`config.mk`:
```
export PLATFORM = sky130hd
export DESIGN_NAME = event_encoder_8x3
export DESIGN_NICKNAME = d
export VERILOG_FILES = /design/src/rtl/event_encoder_8x3_pkg.sv /design/src/rtl/event_encoder_8x3_prio.sv /design/src/rtl/event_encoder_8x3.sv
export SDC_FILE = /design/constraint.sdc
export NUM_CORES = 1
export LEC_CHECK = 0
export BUFFER_PORTS_ARGS = -buffer_cell sky130_fd_sc_hd__buf_4
export CAP_MARGIN = 20
export CORE_AREA = 2 2 57 59
export CTS_BUF_LIST = sky130_fd_sc_hd__clkbuf_8
export DETAILED_ROUTE_END_ITERATION = 10
export DIE_AREA = 0 0 59 61
export HOLD_SLACK_MARGIN = 0.03
export MAX_ROUTING_LAYER = met4
export PLACE_DENSITY = 0.48
export SKIP_CTS_REPAIR_TIMING = 1
export SYNTH_ARGS = -nofsm -noshare
export SYNTH_HDL_FRONTEND = slang
export SYNTH_SLANG_ARGS = --single-unit
```
`constraint.sdc`:
```
create_clock -name clk -period 1.9 [get_ports clk]
set_input_delay 0.095 -clock clk [delete_from_list [all_inputs] [get_ports clk]]
set_output_delay 0.095 -clock clk [all_outputs]
set_load 0.02 [all_outputs]
```
`src/rtl/event_encoder_8x3_pkg.sv`:
```
// Shared widths and FSM encoding for the 8-line event encoder.
package event_encoder_8x3_pkg;

  localparam int N_IN   = 8;
  localparam int CODE_W = 3;

  typedef enum logic {
    ST_EMPTY = 1'b0,
    ST_HOLD  = 1'b1
  } enc_state_e;

endpackage

```
`src/rtl/event_encoder_8x3_prio.sv`:
```
// Combinational 8-to-3 priority encoder; HIGH_FIRST selects which end wins.
module prio_enc_8x3
  import event_encoder_8x3_pkg::*;
#(
  parameter bit HIGH_FIRST = 1'b1
) (
  input  logic [N_IN-1:0]   vec_i,
  output logic [CODE_W-1:0] idx_o,
  output logic              any_o
);

  always_comb begin
    idx_o = '0;
    any_o = |vec_i;
    if (HIGH_FIRST) begin
      for (int i = 0; i < N_IN; i++) begin
        if (vec_i[i]) idx_o = CODE_W'(i);
      end
    end else begin
      for (int i = N_IN - 1; i >= 0; i--) begin
        if (vec_i[i]) idx_o = CODE_W'(i);
      end
    end
  end

endmodule

```
`src/rtl/event_encoder_8x3.sv`:
```
// Collects request events as pending bits and presents them one at a time as a
// 3-bit code over a valid/ready handshake; flags events merged into a pending bit.
module event_encoder_8x3
  import event_encoder_8x3_pkg::*;
#(
  parameter bit HIGH_FIRST = 1'b1
) (
  input  logic              clk,
  input  logic              rst,
  input  logic [N_IN-1:0]   req_in,
  output logic [CODE_W-1:0] code_out,
  output logic              valid_out,
  input  logic              ready_in,
  output logic [N_IN-1:0]   pending_out,
  output logic              overflow_out,
  output enc_state_e        state_out
);

  // Handshake: code_out is transferred on any rising edge where valid_out and
  // ready_in are both high; while valid_out=1 and ready_in=0, code_out holds.

  enc_state_e        state_q, state_d;
  logic [N_IN-1:0]   pending_q, pending_d;
  logic [CODE_W-1:0] code_q, code_d;
  logic              overflow_q, overflow_d;

  logic              accept;
  logic [N_IN-1:0]   clr_mask;
  logic [CODE_W-1:0] pick_idx;
  logic              pick_any;

  assign accept = (state_q == ST_HOLD) && ready_in;

  always_comb begin
    clr_mask = '0;
    if (accept) clr_mask[code_q] = 1'b1;
  end

  // A request on the line being accepted this cycle is a fresh event, not a merge.
  assign pending_d  = (pending_q & ~clr_mask) | req_in;
  assign overflow_d = |(req_in & pending_q & ~clr_mask);

  prio_enc_8x3 #(.HIGH_FIRST(HIGH_FIRST)) u_prio (
    .vec_i (pending_d),
    .idx_o (pick_idx),
    .any_o (pick_any)
  );

  always_comb begin
    state_d = state_q;
    code_d  = code_q;
    unique case (state_q)
      ST_EMPTY: begin
        if (pick_any) begin
          state_d = ST_HOLD;
          code_d  = pick_idx;
        end
      end
      ST_HOLD: begin
        if (accept) begin
          if (pick_any) begin
            code_d = pick_idx;
          end else begin
            state_d = ST_EMPTY;
            code_d  = '0;
          end
        end
      end
      default: begin
        state_d = ST_EMPTY;
        code_d  = '0;
      end
    endcase
  end

  always_ff @(posedge clk or posedge rst) begin
    if (rst) begin
      state_q    <= ST_EMPTY;
      pending_q  <= '0;
      code_q     <= '0;
      overflow_q <= 1'b0;
    end else begin
      state_q    <= state_d;
      pending_q  <= pending_d;
      code_q     <= code_d;
      overflow_q <= overflow_d;
    end
  end

  assign code_out     = code_q;
  assign valid_out    = (state_q == ST_HOLD);
  assign pending_out  = pending_q;
  assign overflow_out = overflow_q;
  assign state_out    = state_q;

endmodule

```
# Word-level counts from Yosys, hierarchy flattened
# Cells that the tools add are included.
# totals
regBits	13
in_bits	11
out_inout_bits	14
# classes
order_cmp	2
n_eq_ne	2
muxes	17
bitwise	6
reduce_logical	5
# ops
op	n
$and 8x8->8	3
$mux 3	7
$reduce_or 8->1	2
$mux 8	1
$not 8->8	1
$or 8x8->8	1
$pmux 3 s2	1
$lt 3x4->1 const B	1
$mux 1	4
$mux 2	2
$demux 1 s3	1
$ge 3x1->1 const B	1
$logic_and 1x1->1	2
$ne 2x1->1 const B	1
$ne 2x2->1 const B	1
$pmux 1 s2	1
$reduce_and 2->1	1
$not 1->1	1

# Logic depth before layout (Yosys ltp)
# depth
word_depth	18
ltp_mapped	6
depth_no_buf	5

# Modules after synthesis
# From an unflattened synthesis, not the netlist that was laid out.
# unflattened
cells_unflattened	70
hier_area_um2	680.7
# modules_own_cells
mod	n_inst	cells_each	area_each_um2
event_encoder_8x3	1	58	614.3
prio_enc_8x3	1	12	66.3

# Worst setup path after synthesis
# No wires, ideal clock.
# synth_timing
path_kind	register to register
from	register code_q[1], in the netlist code_out[1]
to	register state_q, in the netlist state_out
setup_ns	0.124
arrival_time_ns	1.719
required_ns	1.776
setup_slack_ns	0.057
stages_incl_launch_ff	7
synth_period_minus_slack_ns	1.843
cell_sequence	dfrtp_1 -> buf_2 -> nand2b_4 -> o31a_1 -> nor4_4 -> nand4_1 -> or2_1
# synth_between
elab_chain_cells	12
word_cells_on_any_way	13
cone_classes	2 x order compare; 6 x mux; 3 x bitwise; 2 x reduce/logical
# synth_rtl
element	line	text
start: declaration	event_encoder_8x3.sv:24	logic [CODE_W-1:0] code_q, code_d;
start signal: assignment	event_encoder_8x3.sv:85	code_q <= code_d;
$lt 3x4->1 (implied by the code) / $ge 3x1->1 (equally long branches)	event_encoder_8x3.sv:36	if (accept) clr_mask[code_q] = 1'b1;
$logic_and 1x1->1 (implied by the code)	event_encoder_8x3.sv:36	
$mux 1 (implied by the code)	event_encoder_8x3.sv:36	
$demux 1 s3 (*)	event_encoder_8x3.sv:36	
$mux 8 (*)	event_encoder_8x3.sv:36	
$not 8->8 (*)	event_encoder_8x3.sv:40	assign pending_d = (pending_q & ~clr_mask) | req_in;
$and 8x8->8 (*)	event_encoder_8x3.sv:40	
$or 8x8->8 (*)	event_encoder_8x3.sv:40	
named net pending_d[5]	event_encoder_8x3.sv:23	logic [N_IN-1:0] pending_q, pending_d;
$reduce_or 8->1 (*)	event_encoder_8x3_prio.sv:14	any_o = |vec_i;
$mux 1 (*)	event_encoder_8x3.sv:54, event_encoder_8x3.sv:61	
$mux 1	event_encoder_8x3.sv:60	if (accept) begin
$pmux 1 s2 (*)	event_encoder_8x3.sv:52	unique case (state_q)
named net state_d	event_encoder_8x3.sv:22	enc_state_e state_q, state_d;
end signal: assignment	event_encoder_8x3.sv:83	state_q <= state_d;
end: declaration	event_encoder_8x3.sv:22	
# Mark *: on every way through the listed nets, which the timed path passes. The rest lies on a longest branch.
# A chain may end at the register's enable or synchronous reset.

# Final worst setup path
# layout_timing
from	register code_q[0], in the netlist code_out[0]
to	register state_q, in the netlist state_out
# The elaborated chain is that of the path after synthesis.

==> impl_metrics.json <==
{
  "status": "complete, no violations",
  "globalplace.congestion": 0.758,
  "detail_route.vias_per_cell": 4.90,
  "effective_utilization_at_floorplan_pct": 25.3,
  "postSynthCellCount": 72,
  "synth_top_cell_by_area": "dfrtp_1",
  "worstReg2RegEnd": "state_out",
  "final_hold_viol_count": 0,
  "cts.clk_slew.worst_paths_ps": 60,
  "fin_cells": 135,
  "die_w_um": 59,
  "grt_max_degree": 14,
  "p_per_area_nw_per_um2": 676,
  "grt_first_pass_wirelength_mm": 3.30,
  "cp_top_family": "simple AND/OR/NAND/NOR gates",
  "wire_length_per_cell_um": 14.5,
  "antennaDiodeCount": 0,
  "holdCritStartpoint": "req_in[0]",
  "crit_path_arrival_time_ps": 1910,
  "synth.most_common_cell": "dfrtp_1",
  "cp_num_buf_inv": 0,
  "instance_count_after_placement_with_tap_cells_included": 130,
  "tritoncts_clock_tree": "built",
  "post_route_cells_drive_above_1_share_pct": 41.2,
  "crit_path_start_kind": "flop",
  "path_cells": "nand3b_4 > o22a_1 > nor4_4 > nand4_1 > or2_1",
  "ys_top_cells_by_count": "dfrtp_1 (13), inv_1 (7), nor2_1 (6), o31a_1 (6)",
  "rsz_0062_raised_after_global_routing": "false",
  "drt.antenna.violating_nets": 0,
  "fin_setup_tns_ps": 0,
  "seq_area_um2": 328,
  "overflow_after_grt": 0,
  "timing.critical_path.from": "code_out[0]",
  "ys_async_sr_fraction_pct": 100,
  "htreeDepth": 1,
  "multiInputGateArea_um2": 382,
  "crit-reg2reg-launch": "code_out[0]",
  "route.detailed.drc": 0,
  "syn-mean-instance-area_um2": 10.4,
  "grt_util_all_layers_pct": 13.1,
  "ir_drop_mv": 0.431,
  "maxSlewHeadroom_pct": 64.3,
  "reg2reg_setup_slack_ps": 120,
  "clockBufferDepth": 2,
  "design.core.area_um2": 2950,
  "number_of_cell_rows": 20,
  "synth.net_count": 83,
  "clock_latency_ps": 250,
  "synth-edff-count": 0,
  "num_cts_buffers": 3,
  "slew_viol_final": 0,
  "p_leak_uw": 0.000430,
  "design.die.area_um2": 3600,
  "synth-seq-area-share_pct": 43.6,
  "pin_count": 25,
  "fin_nets": 114,
  "crit_path_end_kind": "flop",
  "final.fill_count": 314,
  "postLayoutCoreUtil_pct": 35.3,
  "max_cap_violations": 0,
  "grt_antenna_before_repair": 0,
  "vias_in_the_first_global_route": 653,
  "period_needed_ps": 1780,
  "worstHoldPathType": "in -> reg",
  "detailed_place_hpwl_mm": 1.54,
  "setup_viol_count_final": 0,
  "ff2ff_path_depth": 5,
  "critical_path.slowest_cell": "dfrtp_1",
  "netlist_top_cells_area": "dfrtp_1 (44%), o31a_1 (7.0%), o211ai_1 (4.0%)",
  "drt_pass1_iterations": 4,
  "primary_ff_master_synth": "dfrtp_1",
  "cp.depth": 5,
  "port_buf_inserts": 24,
  "cts_root_buf": "clkbuf_8",
  "synth_area_um2": 746,
  "detail_route.iter0.violations": 20,
  "die_h_um": 61,
  "clock_sink_count": 13,
  "fin_total_pwr_uw": 705,
  "wirelength_mm": 1.96,
  "crit_end": "state_out",
  "required_arrival_time_at_the_worst_endpoint_ps": 2030,
  "yosys.area.top_type_share_pct": 43.6,
  "ys_ff_latch": 13,
  "max_freq_mhz": 563,
  "ys_types": 30,
  "finalCritPeriodShare_pct": 93.5,
  "crit_path_max_fanout": 7,
  "timing_worst_setup_path_type": "reg -> reg",
  "hold_slack_ps": 98.1,
  "syn_to_final_growth_pct": 39.8,
  "routed_vias": 661,
  "yosys_warnings": 0,
  "worst-slew-pin-transition_ps": 535,
  "slowest_delay_ps": 420,
  "timing.clock.skew_ps": 1.65
}
how the worst min path moves through the flow:
stage	endpoint	slack, ps	cells after the start
CTS	pending_out[4]	-90	2
finish	pending_out[0]	100	3
floorplan	code_out[0]	-30	1
detailed placement	pending_out[4]	180	2
global route	pending_out[0]	120	3
global placement	pending_out[4]	180	2
per-layer routing:
metal | track usage, % | routed length (µm) | vias up
li1 | - | - | 335
met1 | 17.9 | 1000 | 305
met2 | 18.1 | 852 | 19
met3 | 4.69 | 96 | 2
met4 | 3.90 | 10 | 0
met5 | - | 0 | -
worst register-to-register path, cell delays in order (launching register included):
cell and delay (ps):
dfrtp_1 420, nand3b_4 220, o22a_1 290, nor4_4 390
nand4_1 130, or2_1 220
state kept, by name, summed over array words and instances, names as in the netlist:
| signal | cells |
|---|---|
| pending_out | 8 |
| code_out | 3 |
| overflow_out | 1 |
| state_out | 1 |
logic make-up after synthesis:
group,Yosys count,share of synthesized area (%)
and+or+nand+nor,26,24.5
AOI/OAI and AO/OA,23,26.0
DFF,13,43.6
buffers and inverters,10,5.87
cell type report:
class	instances	share of cell area, %
multi-input combinational	49	36.6
sequential	13	31.5
timing repair buffer	29	21.1
clock buffer	3	3.96
tap	33	3.96
inverter	7	2.52
clock inverter	1	0.360
power breakdown:
part           leakage (µW)  switching (µW)  total (µW)  internal [µW]
sequential         0.000122            14.4         306            291
clock             0.0000269             105         248            143
combinational      0.000281            81.8         151           69.4
total              0.000430             201         705            504
cells in the final DEF (no fill, tap or decap):
cell           instances
o22a_1                 1
nand2b_4               1
o311ai_0               2
nand3_1                1
a32oi_1                1
dfrtp_1               11
a21o_1                 1
and4_1                 1
nor2_1                 6
nor4_4                 1
nor2b_1                2
o211ai_1               4
nor3_1                 2
and3_1                 1
inv_1                  8
or2_2                  4
a211oi_1               1
buf_4                 28
dlygate4sd3_1          1
nand3b_4               1
nand4_1                2
nand3_2                1
o31a_1                 6
a41oi_2                1
a41oi_1                1
clkbuf_8               3
or2_1                  1
nand2b_1               1
a41o_1                 1
nand3b_1               1
dfrtp_2                2
o22ai_1                3
o21bai_1               1
through the flow:
stage	cell area [µm²]	worst slack [ps]
5_1_grt	1040	3.35
3_3_place_gp	980	73.4
3_5_place_dp	980	27.4
2_1_floorplan	746	57.0
6_report	1040	124
4_1_cts	1020	19.4
Power figures use the tool's default switching activity.
